### config.mk
export PLATFORM = sky130hd
export DESIGN_NAME = match_collector
export DESIGN_NICKNAME = d
export VERILOG_FILES = /design/src/rtl/match_collector.sv
export SDC_FILE = /design/constraint.sdc
export NUM_CORES = 1
export LEC_CHECK = 0
export BUFFER_PORTS_ARGS = -buffer_cell sky130_fd_sc_hd__buf_4
export CAP_MARGIN = 30
export CORE_UTILIZATION = 25
export CTS_BUF_LIST = sky130_fd_sc_hd__clkbuf_4
export CTS_CLUSTER_SIZE = 12
export DETAILED_ROUTE_END_ITERATION = 16
export HOLD_SLACK_MARGIN = 0.05
export SETUP_SLACK_MARGIN = 0.5
export SLEW_MARGIN = 25
export SYNTH_ARGS = -nofsm -noshare
export SYNTH_HDL_FRONTEND = slang
export SYNTH_HIERARCHICAL = 1
export SYNTH_SLANG_ARGS = --single-unit
### constraint.sdc
create_clock -name clk -period 6.4 [get_ports clk]
set_input_delay 1.28 -clock clk [delete_from_list [all_inputs] [get_ports clk]]
set_output_delay 1.28 -clock clk [all_outputs]
set_load 0.1 [all_outputs]
### src/rtl/match_collector.sv
// match_collector: turns sticky engine match lines into one result record per packet.
// Latency: a record is visible on res_* the cycle after its capture (registered FIFO storage).
// Backpressure: res_valid/res_ready; a record arriving at a full FIFO without a pop is dropped and counted.
// Ports: clk, rst (synchronous, active-high); sod/en/eod packet framing shared with the engines;
//   match_in sticky engine outputs; res_* record with valid/ready; drop_cnt saturating loss count;
//   busy = FSM not in IDLE.
// Config: define MATCH_COLLECTOR_POPCOUNT_EN to build the hit counter (res_hit_cnt reads 0 otherwise).

// Small generic FIFO used for the result records.
// Latency: a pushed entry is readable on pop_dat the cycle after the push.
// Backpressure: full stops pushes unless a pop happens in the same cycle.
module match_collector_fifo #(
  parameter int WIDTH = 8,
  parameter int DEPTH = 4
) (
  input  logic             clk,
  input  logic             rst,
  input  logic             push,
  input  logic [WIDTH-1:0] push_dat,
  output logic             full,
  input  logic             pop,
  output logic             pop_vld,
  output logic [WIDTH-1:0] pop_dat
);
  localparam int AW = $clog2(DEPTH);

  logic [WIDTH-1:0] mem [DEPTH];
  logic [AW-1:0]    wr_ptr;
  logic [AW-1:0]    rd_ptr;
  logic [AW:0]      count;
  logic             do_push;
  logic             do_pop;

  assign pop_vld = (count != '0);
  assign full    = (count == (AW+1)'(DEPTH));
  assign do_pop  = pop && pop_vld;
  // A pop in the same cycle frees a slot, so a full FIFO still takes the push.
  assign do_push = push && (!full || do_pop);
  // Head is masked while empty so the outputs read zero after reset.
  assign pop_dat = pop_vld ? mem[rd_ptr] : '0;

  always_ff @(posedge clk) begin
    if (do_push) mem[wr_ptr] <= push_dat;
  end

  always_ff @(posedge clk) begin
    if (rst) begin
      wr_ptr <= '0;
      rd_ptr <= '0;
      count  <= '0;
    end else begin
      if (do_push) wr_ptr <= wr_ptr + AW'(1);
      if (do_pop)  rd_ptr <= rd_ptr + AW'(1);
      case ({do_push, do_pop})
        2'b10:   count <= count + (AW+1)'(1);
        2'b01:   count <= count - (AW+1)'(1);
        default: count <= count;
      endcase
    end
  end
endmodule

module match_collector #(
  parameter  int NUM_ENGINES  = 16,
  parameter  int FLUSH_CYCLES = 2,
  parameter  int FIFO_DEPTH   = 4,
  localparam int ID_W         = $clog2(NUM_ENGINES)
) (
  input  logic                   clk,
  input  logic                   rst,
  input  logic                   sod,
  input  logic                   en,
  input  logic                   eod,
  input  logic [NUM_ENGINES-1:0] match_in,
  output logic                   res_valid,
  input  logic                   res_ready,
  output logic [7:0]             res_pkt_seq,
  output logic [ID_W-1:0]        res_first_id,
  output logic [ID_W:0]          res_hit_cnt,
  output logic                   res_multi,
  output logic [15:0]            drop_cnt,
  output logic                   busy
);
  localparam int REC_W = 8 + ID_W + (ID_W + 1) + 1;

  typedef enum logic [1:0] {IDLE, ACTIVE, FLUSH, CAPTURE} state_t;

  state_t           state;
  logic [3:0]       flush_cnt;
  logic [7:0]       pkt_seq;
  logic             capture;
  logic             push;
  logic             pop;
  logic             fifo_full;
  logic [ID_W-1:0]  first_id;
  logic [ID_W:0]    hit_cnt;
  logic             multi;
  logic [REC_W-1:0] rec_dat;
  logic [REC_W-1:0] head_dat;

  // Normal capture in CAPTURE, or early capture when a new packet starts mid-flush.
  assign capture = (state == CAPTURE) || ((state == FLUSH) && sod);
  // Reset discards whatever is being captured this cycle.
  assign push    = capture && (match_in != '0) && !rst;
  assign pop     = res_valid && res_ready;
  assign busy    = (state != IDLE);

  // Lowest set bit wins: scan from the top so the last hit written is the lowest.
  always_comb begin
    first_id = '0;
    for (int i = NUM_ENGINES - 1; i >= 0; i--) begin
      if (match_in[i]) first_id = ID_W'(i);
    end
  end

`ifdef MATCH_COLLECTOR_POPCOUNT_EN
  always_comb begin
    hit_cnt = '0;
    for (int i = 0; i < NUM_ENGINES; i++) begin
      hit_cnt = hit_cnt + (ID_W+1)'(match_in[i]);
    end
  end
  assign multi = (hit_cnt > (ID_W+1)'(1));
`else
  assign hit_cnt = '0;
  // Clearing the lowest set bit leaves something only if two or more bits were set.
  assign multi   = ((match_in & (match_in - NUM_ENGINES'(1))) != '0);
`endif

  assign rec_dat = {pkt_seq, first_id, hit_cnt, multi};

  always_ff @(posedge clk) begin
    if (rst) begin
      state     <= IDLE;
      flush_cnt <= '0;
      pkt_seq   <= '0;
      drop_cnt  <= '0;
    end else begin
      // Every capture consumes a sequence number, matched or not.
      if (capture) pkt_seq <= pkt_seq + 8'd1;
      if (push && fifo_full && !pop && (drop_cnt != 16'hFFFF)) drop_cnt <= drop_cnt + 16'd1;
      case (state)
        IDLE: begin
          if (sod) begin
            state     <= (en && eod) ? FLUSH : ACTIVE;
            flush_cnt <= '0;
          end
        end
        ACTIVE: begin
          // sod without eod just restarts the packet; nothing to do here.
          if (en && eod) begin
            state     <= FLUSH;
            flush_cnt <= '0;
          end
        end
        FLUSH: begin
          if (sod) begin
            state     <= (en && eod) ? FLUSH : ACTIVE;
            flush_cnt <= '0;
          end else if (en) begin
            if (flush_cnt == 4'(FLUSH_CYCLES - 1)) state <= CAPTURE;
            else flush_cnt <= flush_cnt + 4'd1;
          end
        end
        CAPTURE: begin
          flush_cnt <= '0;
          if (sod) state <= (en && eod) ? FLUSH : ACTIVE;
          else     state <= IDLE;
        end
        default: state <= IDLE;
      endcase
    end
  end

  match_collector_fifo #(
    .WIDTH (REC_W),
    .DEPTH (FIFO_DEPTH)
  ) u_fifo (
    .clk      (clk),
    .rst      (rst),
    .push     (push),
    .push_dat (rec_dat),
    .full     (fifo_full),
    .pop      (pop),
    .pop_vld  (res_valid),
    .pop_dat  (head_dat)
  );

  assign {res_pkt_seq, res_first_id, res_hit_cnt, res_multi} = head_dat;
endmodule
After elaboration in Yosys (flattened, before gate mapping):

Memory sizes are Yosys's and may differ from the RTL's. A register that Yosys moved wholly into a read port is not among the register bits.
Index checks and enable logic that the tools add are counted.

* flip-flop bits (word level): 37
* memory bits (writable): 52
* output and inout bits: 36
* logic and storage cells: 89
* memories: 1

* add/sub/neg operators: 8
* equal/unequal tests: 13
* muxes and demuxes: 36
* bitwise gates (word level): 1
* reduce and logical (&&, ||, !) cells: 23

Memories
* u_fifo.mem: depth 4, bits a word 13, rd ports 1, clocked after memory_dff 1, write ports 1, RTL line 27 `logic [WIDTH-1:0] mem [DEPTH];`

Operators by type and width (count)
* 4-bit two-way mux: 21
* 16-bit nonzero test: 2
* 18-bit two-way mux: 1
* 2-bit two-way mux: 9
* 16-bit by 1-bit adder with 16-bit output (second input constant): 1
* 16-bit AND: 1
* 16-bit != test (second input constant): 1
* 4-bit one-hot mux with 4 select lines: 1
* 16-bit by 1-bit subtractor with 16-bit output (second input constant): 1
* 1-bit logical AND: 10
* 8-bit by 1-bit adder with 8-bit output (second input constant): 1
* 2-bit one-hot mux with 4 select lines: 1
* 4-bit AND reduction: 2
* 2-bit equality test (second input constant): 3
* 3-bit != test (second input constant): 2
* 3-bit one-hot mux with 2 select lines: 1
* 2-bit by 1-bit adder with 2-bit output (second input constant): 2
* 4-bit by 1-bit adder with 4-bit output (second input constant): 1
* 2-bit by 1-bit equality test with 1-bit output (second input constant): 2
* 4-bit by 1-bit equality test with 1-bit output (second input constant): 1
* 2-bit != test (second input constant): 2
* 2-bit nonzero test: 2
* 3-bit by 1-bit adder with 3-bit output (second input constant): 1
* 3-bit equality test (second input constant): 1
* 7 further kinds: 11

Longest topological paths before layout:

Gate-level depths: netlist of the first run.

* depth in word-level cells: 16
* depth in mapped cells: 11
* depth with buffers taken out: 9

By module:

The synthesis of the first run kept the hierarchy.

Modules (own cells, without submodules)
* match_collector_fifo: instances 1, cells an instance 181, area each 3387.0 um^2
* match_collector: instances 1, cells an instance 230, area each 1816.7 um^2

Worst setup path after synthesis of the first run:

Ideal clock, no wire load.

* path type: register to output
* from: register with a tool-made name
* to: output res_first_id[0]
* arrival time: 2105 ps
* data required time: 5120 ps
* path slack: 3015 ps
* cell stages (with the launch flop): 4
* cells stage by stage: dfxtp_1 -> buf_6 -> mux4_2 -> nor2b_1

RTL lines
* to (decl): RTL line 78 `output logic [ID_W-1:0] res_first_id,`

==> results of run 1 <==
-- report_power, final --
part	leakage, nW	internal, mW	switching, mW
Sequential	0.977	0.761	0.00266
Clock	0.0798	0.0970	0.256
Combinational	0.992	0.0225	0.0342
Total	2.05	0.880	0.293
-- worst paths after layout --
path,start,to,cells past startpoint
worst min-delay path,flush_cnt[1],flush_cnt[1],2
worst max-delay path,flip-flop,res_pkt_seq[7],3
worst min register to register,flush_cnt[1],flush_cnt[1],2
worst max register to register,u_fifo/count[2],u_fifo/mem[2][11],6
-- critical path: cells and delay by family (launching register included) --
kind                   cells  cell delay, ns
buffers and inverters      1            0.25
flip-flops                 1            0.94
multiplexers               1            0.44
AND/OR/NAND/NOR            1            0.15
-- layer usage --
layer | global-route usage (%) | vias to the layer above
met4 | 4.11 | 0
met2 | 17.5 | 93
met3 | 2.44 | 21
li1 | - | 1705
met5 | 0 | -
met1 | 11.9 | 1653
-- cells in the final DEF (no fill, tap or decap), types with 11 or more instances in the layout --
cell      synthesis  final
buf_4             2     59
a21oi_1          24     24
o21ai_0          12     12
dfxtp_1          39     39
mux4_2           18     18
inv_1            13     13
conb_1            1     20
nand2_1          18     18
edfxtp_1         72     72
nor2b_1          11     11
nand3_1          19     19
nor2_1           27     27
-- registers in the layout, indices dropped and copies added, names as in the netlist, named ones only --
register,flops
u_fifo/mem,72
pkt_seq,8
u_fifo/count,3
u_fifo/wr_ptr,2
drop_cnt,16
state,2
flush_cnt,4
u_fifo/rd_ptr,2
-- cells by family after synthesis --
group,count (synthesis),share of synthesized area [%]
mux,23,8.80
simple gates,147,17.2
fa+ha+maj,10,2.50
compound gates,77,9.88
buf+inv,30,2.96
xor+xnor,12,2.02
flops,111,56.6
other cells,1,0.0721
-- metrics by stage --
step | util, % | cell area (µm²)
CTS | 30.1 | 6110
finish | 30.1 | 6120
detailed placement | 29.4 | 5960
global route | 30.1 | 6120
global placement | 29.4 | 5960
floorplan | - | 5280
-- cell type report --
cell class              instances  share of cell area (%)
well taps                     270                    5.52
multi-input cells             289                    35.7
clock buffers                   9                    1.10
flip-flops and latches        111                    48.1
inverters                      14                   0.859
repair buffers                 60                    7.42
clock inverters                 7                    1.29
==> out/qor.yml, run 1 <==
status: "completed"
synth_edf_count: 72
port_buffers: 57
synth-warning-count: 6
viasPerCell: 4.57
ff_latch_area_um2: 2940
cts-root-buf: "clkbuf_4"
first_global_vias: 3452
cp.arrival_ns: 2.24
critical_path.cell_chain: "mux4_2, nor2b_1, buf_4"
hold_ws_ns: 0.516
grt_max_degree: 38
cp-start-kind: "flip-flop"
vdd.ir_drop.worst_mv: 0.0936
place.gp.congestion: 0.813
cts_max_path_buffers: 2
p_per_area_nw_per_um2: 192
cpPeakStageDelay_ns: 0.94
ys_top_cells_by_area: "edfxtp_1, dfxtp_1, mux4_2, nor2b_4, a21oi_1"
synth.most_common_cell: "edfxtp_1"
max_freq_mhz: 284
multi_input_area_um2: 2180
ys_types: 66
fin_skew_ns: 0.0280
hp-class: "flip-flop to flip-flop"
critPathMaxFanout: 18
finalSetupViolations: 0
hold_violations: 0
grt_usage_pct: 10.1
synthToLayoutAreaGrowth_pct: 17.6
async_reset_ff_share_pct: 0
r2r_slack_ns: 3.64
dpl.hpwl_mm: 7.23
cts-resized-gates: 0
via_count: 3472
cts.sinks: 111
period_needed_ns: 3.52
crit_path_end_kind: "primary output"
synthFlopType: "edfxtp_1"
die_area_um2: 21400
drive_gt1_share_pct: 23.1
die_w_um: 146
worstPathRequired_ns: 5.12
routed-wl-met3_um: 524
clk_latency_ns: 0.49
power.leakage_nw: 2.05
ioPinCount: 58
netlist_instances: 411
ys_seq_elements: 111
worst_slew_pin_slew_ns: 0.919
drv_cap: 0
rows: 52
nFillCells: 2085
antenna_found_initial: 0
start_util_pct: 25.6
die_y_um: 146
layout_setup_ws_ns: 2.88
path_clk_slew_ns: 0.19
synth_area_leader_cell: "edfxtp_1"
synth_commonest_cells: "edfxtp_1, dfxtp_1, nor2_1"
top_layer_used: "met4"
path_class: "flip-flop to primary output"
grt-ovfl-total: 0
synth_area_um2: 5200
wl_mm: 10.4
max_slew_margin_pct: 38.8
ant_nets: 0
core_um2: 20300
setup-tns-final_ns: 0
cts_setup_buffers: 0
p_total_mw: 1.17
syn-mean-instance-area_um2: 12.7
final_cells: 760
report.final.slew_viol_count: 0
diodes: 0
first_iter_violations: 223
drt_first_pass_iters: 5
htree_num_levels: 3
wl_met1_mm: 4.49
place_inst: 743
rsz0062_at_grt: "no"
post-place-ws_ns: 2.43
cts_tree: "done"
routedWlPerCell_um: 13.7
grt_pass1_wl_mm: 17.1
fin_crit_sh_pct: 55.0
wl_met2_mm: 5.16
ys_seq_area_share_pct: 56.6
fin_nets: 516
cts_buffers: 9
synth.top_cell.area_share_pct: 41.5
ctsHoldBuffers: 0
cp_slowest_cell: "dfxtp_1"
route.detailed.drc: 0
No activity file was read; power rests on OpenSTA's default activity.
==> inputs of run 2 (changes only) <==
--- a/config.mk
+++ b/config.mk
@@ -5,6 +5,7 @@
 export SDC_FILE = /design/constraint.sdc
 export NUM_CORES = 1
 export LEC_CHECK = 0
+export ABC_AREA = 1
 export BUFFER_PORTS_ARGS = -buffer_cell sky130_fd_sc_hd__buf_4
 export CAP_MARGIN = 30
 export CORE_UTILIZATION = 25
==> constraint.sdc (replaced) <==
create_clock -name clk -period 3.6 [get_ports clk]
set_input_delay 0.72 -clock clk [delete_from_list [all_inputs] [get_ports clk]]
set_output_delay 0.72 -clock clk [all_outputs]
set_load 0.1 [all_outputs]
==> run 2 against run 1 <==
Critical path depth increased by 1. Synthesized area increased by 3.4%. Final cell count increased by 24%. Total power increased by 140%. Clock-buffer cell count increased by 1. Sequential power increased by 89%. Design area increased by 3.1%. Critical path type unchanged. Critical endpoint is now res_first_id[1]. Largest power group unchanged.
==> out/qor.yml, run 2 <==
status: "completed"  # unchanged
syn-mean-instance-area_um2: 9.15  # was 12.7 µm²
htree_num_levels: 3  # unchanged
nFillCells: 2215  # was 2,085
largest_reg_flops: 72  # unchanged
fin_crit_sh_pct: 79.8
routedWlPerCell_um: 11.9  # was 13.7 µm
power_switching_mw: 1.04  # was 293 µW
die_y_um: 149  # was 146 µm
grt-ovfl-total: 0  # unchanged
ff_latch_area_um2: 2950  # was 2940 µm²
synth_edf_count: 72  # unchanged
place_inst: 929  # was 743
ioPinCount: 58  # unchanged
rows: 53  # was 52
grt_pass1_wl_mm: 18.2  # was 17.1 mm
core_um2: 21100  # was 20,300 µm²
synth.top_cell.area_share_pct: 40.2  # was 41.5%
critPathMaxFanout: 36  # was 18
clk_latency_ns: 0.47  # was 0.49 ns
r2r_slack_ns: 1.27  # was 3.64 ns
hold_ws_ns: 0.494  # was 0.516 ns
power.leakage_nw: 2.39  # was 2.05 nW
antenna_found_initial: 1  # was 0
power.internal_mw: 1.74  # was 880 µW
top_regs: "u_fifo/mem x72, drop_cnt x16, pkt_seq x8"  # unchanged
grt_max_degree: 37  # was 38
path_class: "flip-flop to primary output"  # unchanged
crit_path_end_kind: "primary output"  # unchanged
cp.arrival_ns: 2.15  # was 2.24 ns
first_iter_violations: 209  # was 223
vdd.ir_drop.worst_mv: 0.190  # was 0.0936 mV
setup-tns-final_ns: 0  # unchanged
die_w_um: 149  # was 146 µm
combinationalPowerShare_pct: 27.4  # was 4.8%
synthFlopType: "edfxtp_1"  # unchanged
grt_usage_pct: 10.6  # was 10.1%
regMostFlops: "u_fifo/mem"  # unchanged
synth_area_um2: 5380  # was 5200 µm²
dpl.hpwl_mm: 8.03  # was 7.23 mm
cp-start-kind: "flip-flop"  # unchanged
synth-warning-count: 6  # unchanged
final_common_cell: "nor2_1"  # was edfxtp_1
place.gp.congestion: 0.783  # was 0.813
via_count: 4001  # was 3,472
worst_slew_pin_slew_ns: 0.658  # was 0.919 ns
drt_first_pass_iters: 6  # was 5
synth_commonest_cells: "nor2_1, edfxtp_1, nand2_1"  # was edfxtp_1, dfxtp_1, nor2_1
cts_buffers: 9  # unchanged
drv_cap: 0  # unchanged
route.detailed.drc: 0  # unchanged
max_freq_mhz: 348
finalSetupViolations: 0  # unchanged
worstPathRequired_ns: 2.88  # was 5.12 ns
cts.sinks: 111  # unchanged
swShare_pct: 37.5  # was 25.0%
whs_path_depth: 1  # was 2
r2r-end: "u_fifo/mem[3][13]"  # was u_fifo/mem[2][11]
start_util_pct: 25.5  # was 25.6%
multi_input_area_um2: 2150  # was 2180 µm²
rsz0062_at_grt: "no"  # unchanged
final_cell_mix: "nor2_1, edfxtp_1, nand2_1"  # was edfxtp_1, buf_4, dfxtp_1
path_clk_slew_ns: 0.15  # was 0.19 ns
fin_util_pct: 29.9  # was 30.1%
ys_seq_area_share_pct: 54.7  # was 56.6%
first_global_vias: 3774  # was 3,452
netlist_instances: 588  # was 411
fin_nets: 696  # was 516
max_slew_margin_pct: 56.0  # was 38.8%
viasPerCell: 4.23  # was 4.57
fin_skew_ns: 0.0189  # was 0.0280 ns
cts_max_path_buffers: 2  # unchanged
clockPowerShare_pct: 20.9  # was 30.1%
power_frac_seq_pct: 51.8  # was 65.1%
report.final.slew_viol_count: 0  # unchanged
cts_setup_buffers: 0  # unchanged
synth.most_common_cell: "nor2_1"  # was edfxtp_1
period_needed_ns: 2.87
hp-class: "flip-flop to flip-flop"  # unchanged
ys_top_cells_by_area: "edfxtp_1, dfxtp_1, nor2_1, nand2_1, a21oi_1"  # was edfxtp_1, dfxtp_1, mux4_2, nor2b_4, a21oi_1
die_area_um2: 22100  # was 21,400 µm²
drive_gt1_share_pct: 21.8  # was 23.1%
async_reset_ff_share_pct: 0  # unchanged
ys_types: 47  # was 66
ys_seq_elements: 111  # unchanged
synth_area_leader_cell: "edfxtp_1"  # unchanged
r2r_start: "state[0]"  # was u_fifo/count[2]
wl_mm: 11.3  # was 10.4 mm
hold_violations: 0  # unchanged
p_per_area_nw_per_um2: 441  # was 192 nW/µm²
cts-root-buf: "clkbuf_4"  # unchanged
final_cells: 946  # was 760
synthToLayoutAreaGrowth_pct: 17.2  # was 17.6%
ant_nets: 0  # unchanged
cts_tree: "done"  # unchanged
cp-endpoint: "res_first_id[1]"  # was res_pkt_seq[7]
port_buffers: 57  # unchanged
reg2reg_depth: 7  # was 6
==> run 2: kinds of logic after synthesis <==
family | Yosys count | share of synthesized area, %
other | 1 | 0.0697
flip-flops | 111 | 54.7
AND/OR/NAND/NOR | 249 | 21.1
AO/OA/AOI/OAI | 122 | 13.2
buffers and inverters | 84 | 6.68
XOR/XNOR | 11 | 1.79
adder cells (fa/ha/maj) | 10 | 2.42
==> run 2: per-layer routing <==
layer,vias to the layer above,global-route usage (%),routed length [µm]
met5,-,0,0
met4,0,3.25,122
met3,8,2.48,430
met2,58,18.0,5340
met1,1837,13.2,5410
li1,2098,-,-
==> run 2: final cells by class <==
| class | instances | area share [%] |
|---|---|---|
| Tap cell | 275 | 5.46 |
| Timing Repair Buffer | 64 | 7.62 |
| Clock inverter | 6 | 0.853 |
| Multi-Input combinational cell | 412 | 34.1 |
| Clock buffer | 10 | 1.19 |
| Sequential cell | 111 | 46.8 |
| Inverter | 67 | 3.99 |
| Antenna cell | 1 | 0.0397 |
==> run 2: worst min-delay path by stage <==
stage                      from          endpoint
6_report       u_fifo/rd_ptr[0]         flip-flop
5_1_grt        u_fifo/rd_ptr[0]  u_fifo/rd_ptr[0]
4_1_cts        u_fifo/rd_ptr[0]         flip-flop
3_5_place_dp   u_fifo/rd_ptr[0]  u_fifo/rd_ptr[0]
3_3_place_gp   u_fifo/rd_ptr[0]  u_fifo/rd_ptr[0]
2_1_floorplan  u_fifo/rd_ptr[1]         flip-flop
==> run 2: what timing repair did <==
item	in CTS	in global routing
gates resized for setup	2	2
hold buffers	0	0
pin swaps	0	0
setup endpoints to repair	18	6
==> run 2: per-stage QoR <==
stage | total power [mW] | cell area (µm²) | worst slack [ns]
global route | 2.92 | 6310 | 0.540
floorplan | 2.06 | 5450 | 0.193
CTS | 2.82 | 6300 | 0.573
global placement | 2.23 | 6170 | 0.852
finish | 2.78 | 6310 | 0.725
detailed placement | 2.24 | 6170 | 0.778
==> run 2: power by group through the flow <==
stage          Sequential, mW  Combinational (mW)  Clock [mW]
2_1_floorplan            1.46               0.600           0
3_3_place_gp             1.47               0.762           0
3_5_place_dp             1.47               0.768           0
4_1_cts                  1.44               0.770       0.609
5_1_grt                  1.45               0.817       0.658
6_report                 1.44               0.761       0.580
==> run 2: critical path, cell delays in order (launching register included) <==
cell and delay (ns):
dfxtp_4 0.44, inv_2 0.42, o21ai_0 0.19, a21oi_1 0.27
buf_4 0.34
==> inputs of run 3 (changes only) <==
==> constraint.sdc (replaced) <==
create_clock -name clk -period 2.5 [get_ports clk]
set_input_delay 0.5 -clock clk [delete_from_list [all_inputs] [get_ports clk]]
set_output_delay 0.5 -clock clk [all_outputs]
set_load 0.1 [all_outputs]
==> run 3 against run 2 <==
Total power up 59%. Routed wire length up 9.9%. Critical path depth up 2. Sequential share of layout area down 7.2 points.
==> out/qor.yml, run 3 (synthesized netlist as in run 2, its figures left out) <==
period_needed_ns: 2.25
wl_met1_mm: 5.66  # was 5.41 mm
path_buf_inv: 4  # was 2
path_class: "flip-flop to primary output"  # unchanged
dpl.hpwl_mm: 8.01  # was 8.03 mm
cp.arrival_ns: 1.75  # was 2.15 ns
largest_reg_flops: 72  # unchanged
regMostFlops: "u_fifo/mem"  # unchanged
fin_util_pct: 35.6  # was 29.9%
route.detailed.drc: 0  # unchanged
htree_num_levels: 3  # unchanged
cts-root-buf: "clkbuf_4"  # unchanged
ctsHoldBuffers: 0  # unchanged
crit_family: "buffers and inverters"  # unchanged
viasPerCell: 4.31  # was 4.23
start_util_pct: 25.5  # unchanged
hold_violations: 0  # unchanged
crit_path_end_kind: "primary output"  # unchanged
p_per_area_nw_per_um2: 590  # was 441 nW/µm²
final_cell_mix: "nor2_1, edfxtp_1, nand2_1"  # unchanged
wl_mm: 12.4  # was 11.3 mm
core_um2: 21100  # unchanged
post_dp_cell_area_um2: 6530  # was 6170 µm²
diodes: 0  # was 1
setup-tns-final_ns: 0  # unchanged
power.leakage_nw: 2.68  # was 2.39 nW
hp-class: "input pin to flip-flop"  # was flip-flop to flip-flop
cts_tree: "done"  # unchanged
status: "completed"  # unchanged
grt_usage_pct: 11.5  # was 10.6%
grt-ovfl-total: 0  # unchanged
wl_met2_mm: 6.17  # was 5.34 mm
fin_crit_sh_pct: 89.9
finalInstanceArea_um2: 7500  # was 6310 µm²
vdd.ir_drop.worst_mv: 0.640  # was 0.190 mV
antenna_found_initial: 0  # was 1
drive_gt1_share_pct: 37.1  # was 21.8%
place.gp.congestion: 0.812  # was 0.783
grt_max_degree: 21  # was 37
max_freq_mhz: 445
drv_cap: 0  # unchanged
path_clk_slew_ns: 0.18  # was 0.15 ns
cts_max_path_buffers: 2  # unchanged
synthToLayoutAreaGrowth_pct: 39.4  # was 17.2%
via_count: 4142  # was 4,001
cp_slowest_cell: "dfxtp_4"  # unchanged
top_layer_used: "met4"  # unchanged
routedWlPerCell_um: 12.9  # was 11.9 µm
hold_ws_ns: 0.314  # was 0.494 ns
ant_nets: 0  # unchanged
routed-wl-met3_um: 492  # was 430 µm
first_iter_violations: 173  # was 209
final_common_cell: "nor2_1"  # unchanged
die_area_um2: 22100  # unchanged
finalSetupViolations: 0  # unchanged
cp_common_cell: "buf_12"
cts.sinks: 111  # unchanged
report.final.slew_viol_count: 0  # unchanged
top_regs: "u_fifo/mem x72, drop_cnt x16, pkt_seq x8"  # unchanged
cpPeakStageDelay_ns: 0.45  # was 0.44 ns
die_y_um: 149  # unchanged
rsz0062_at_grt: "yes"  # was no
fin_skew_ns: 0.0239  # was 0.0189 ns
ioPinCount: 58  # unchanged
critPathMaxFanout: 7  # was 36
drt_first_pass_iters: 4  # was 6
port_buffers: 57  # unchanged
cp-start-kind: "flip-flop"  # unchanged
cts_buffers: 9  # unchanged
grt_pass1_wl_mm: 19.5  # was 18.2 mm
worstPathRequired_ns: 2.00  # was 2.88 ns
p_total_mw: 4.43  # was 2.78 mW
die_w_um: 149  # unchanged
first_global_vias: 3844  # was 3,774
fin_nets: 713  # was 696
critical_path.cell_chain: "buf_12, clkinv_16, clkbuf_16, o21ai_4, a21oi_4, buf_12"  # was inv_2, o21ai_0, a21oi_1, buf_4
clk_latency_ns: 0.49  # was 0.47 ns
rows: 53  # unchanged
[run 3: cell types whose count changed in the layout (fill, tap and decap cells not counted), moves of 5 or more]
cell	change
a21oi_4	+18
o21ai_2	+16
buf_4	-18
o21ai_4	+20
buf_12	+25
o21ai_0	-33
nor2_1	-23
a21oi_1	-18
nor2_2	+18
dfxtp_2	+12
nor2_4	+5
dfxtp_1	-13
[run 3: path summary, 6_finish.rpt]
| path | cells after the start | start | slack (ns) | to |
|---|---|---|---|---|
| worst max-delay path | 6 | flip-flop | 0.25 | res_hit_cnt[4] |
| worst min-delay path | 4 | eod | 0.31 | state[0] |
| worst max register to register | 11 | state[0] | 0.66 | u_fifo/count[1] |
| worst min register to register | 2 | u_fifo/rd_ptr[1] | 0.48 | flip-flop |
[run 3: what timing repair did]
| item | in CTS | in global routing |
|---|---|---|
| endpoints found under the setup margin | 54 | 24 |
| pin swaps | 5 | 14 |
| endpoints found under the hold margin | 0 | 0 |
| gates cloned | 1 | 4 |
| buffers inserted | 4 | 3 |
| gates resized for setup | 121 | 74 |
[run 3: routing by layer]
| metal | vias up | GRT usage (%) |
|---|---|---|
| met4 | 0 | 2.32 |
| met5 | - | 0 |
| met2 | 71 | 19.6 |
| met3 | 6 | 3.47 |
| li1 | 2137 | - |
| met1 | 1928 | 14.3 |
[run 3: power breakdown]
| part | leakage, nW | switching, mW | total [mW] | internal, mW |
|---|---|---|---|---|
| logic | 1.59 | 1.01 | 1.49 | 0.483 |
| clock network | 0.0717 | 0.629 | 0.853 | 0.224 |
| registers | 1.01 | 0.0592 | 2.08 | 2.02 |
| total | 2.68 | 1.70 | 4.43 | 2.73 |
[run 3: final cells by class]
type | count | area, µm²
clock buffer | 9 | 67.6
multi-input combinational | 412 | 2740
inverter | 67 | 298
fill | 2103 | 13600
tap | 275 | 344
clock inverter | 7 | 63.8
timing repair buffer | 81 | 1020
sequential | 111 | 2970
[run 3: stage by stage]
stage / cells / setup slack (ns)
after global routing: 962 / 0.153
after CTS: 955 / 0.223
after detailed placement: 934 / 0.251
final: 962 / 0.252
after floorplan: 607 / 0.467
after global placement: 934 / 0.282
[run 3: worst register-to-register path, delay by kind of cell (launching register included)]
| kind | cells | cell delay, ns |
|---|---|---|
| buf+inv | 4 | 0.34 |
| flops | 1 | 0.41 |
| simple gates | 5 | 0.41 |
| fa+ha+maj | 1 | 0.43 |
| compound gates | 1 | 0.21 |
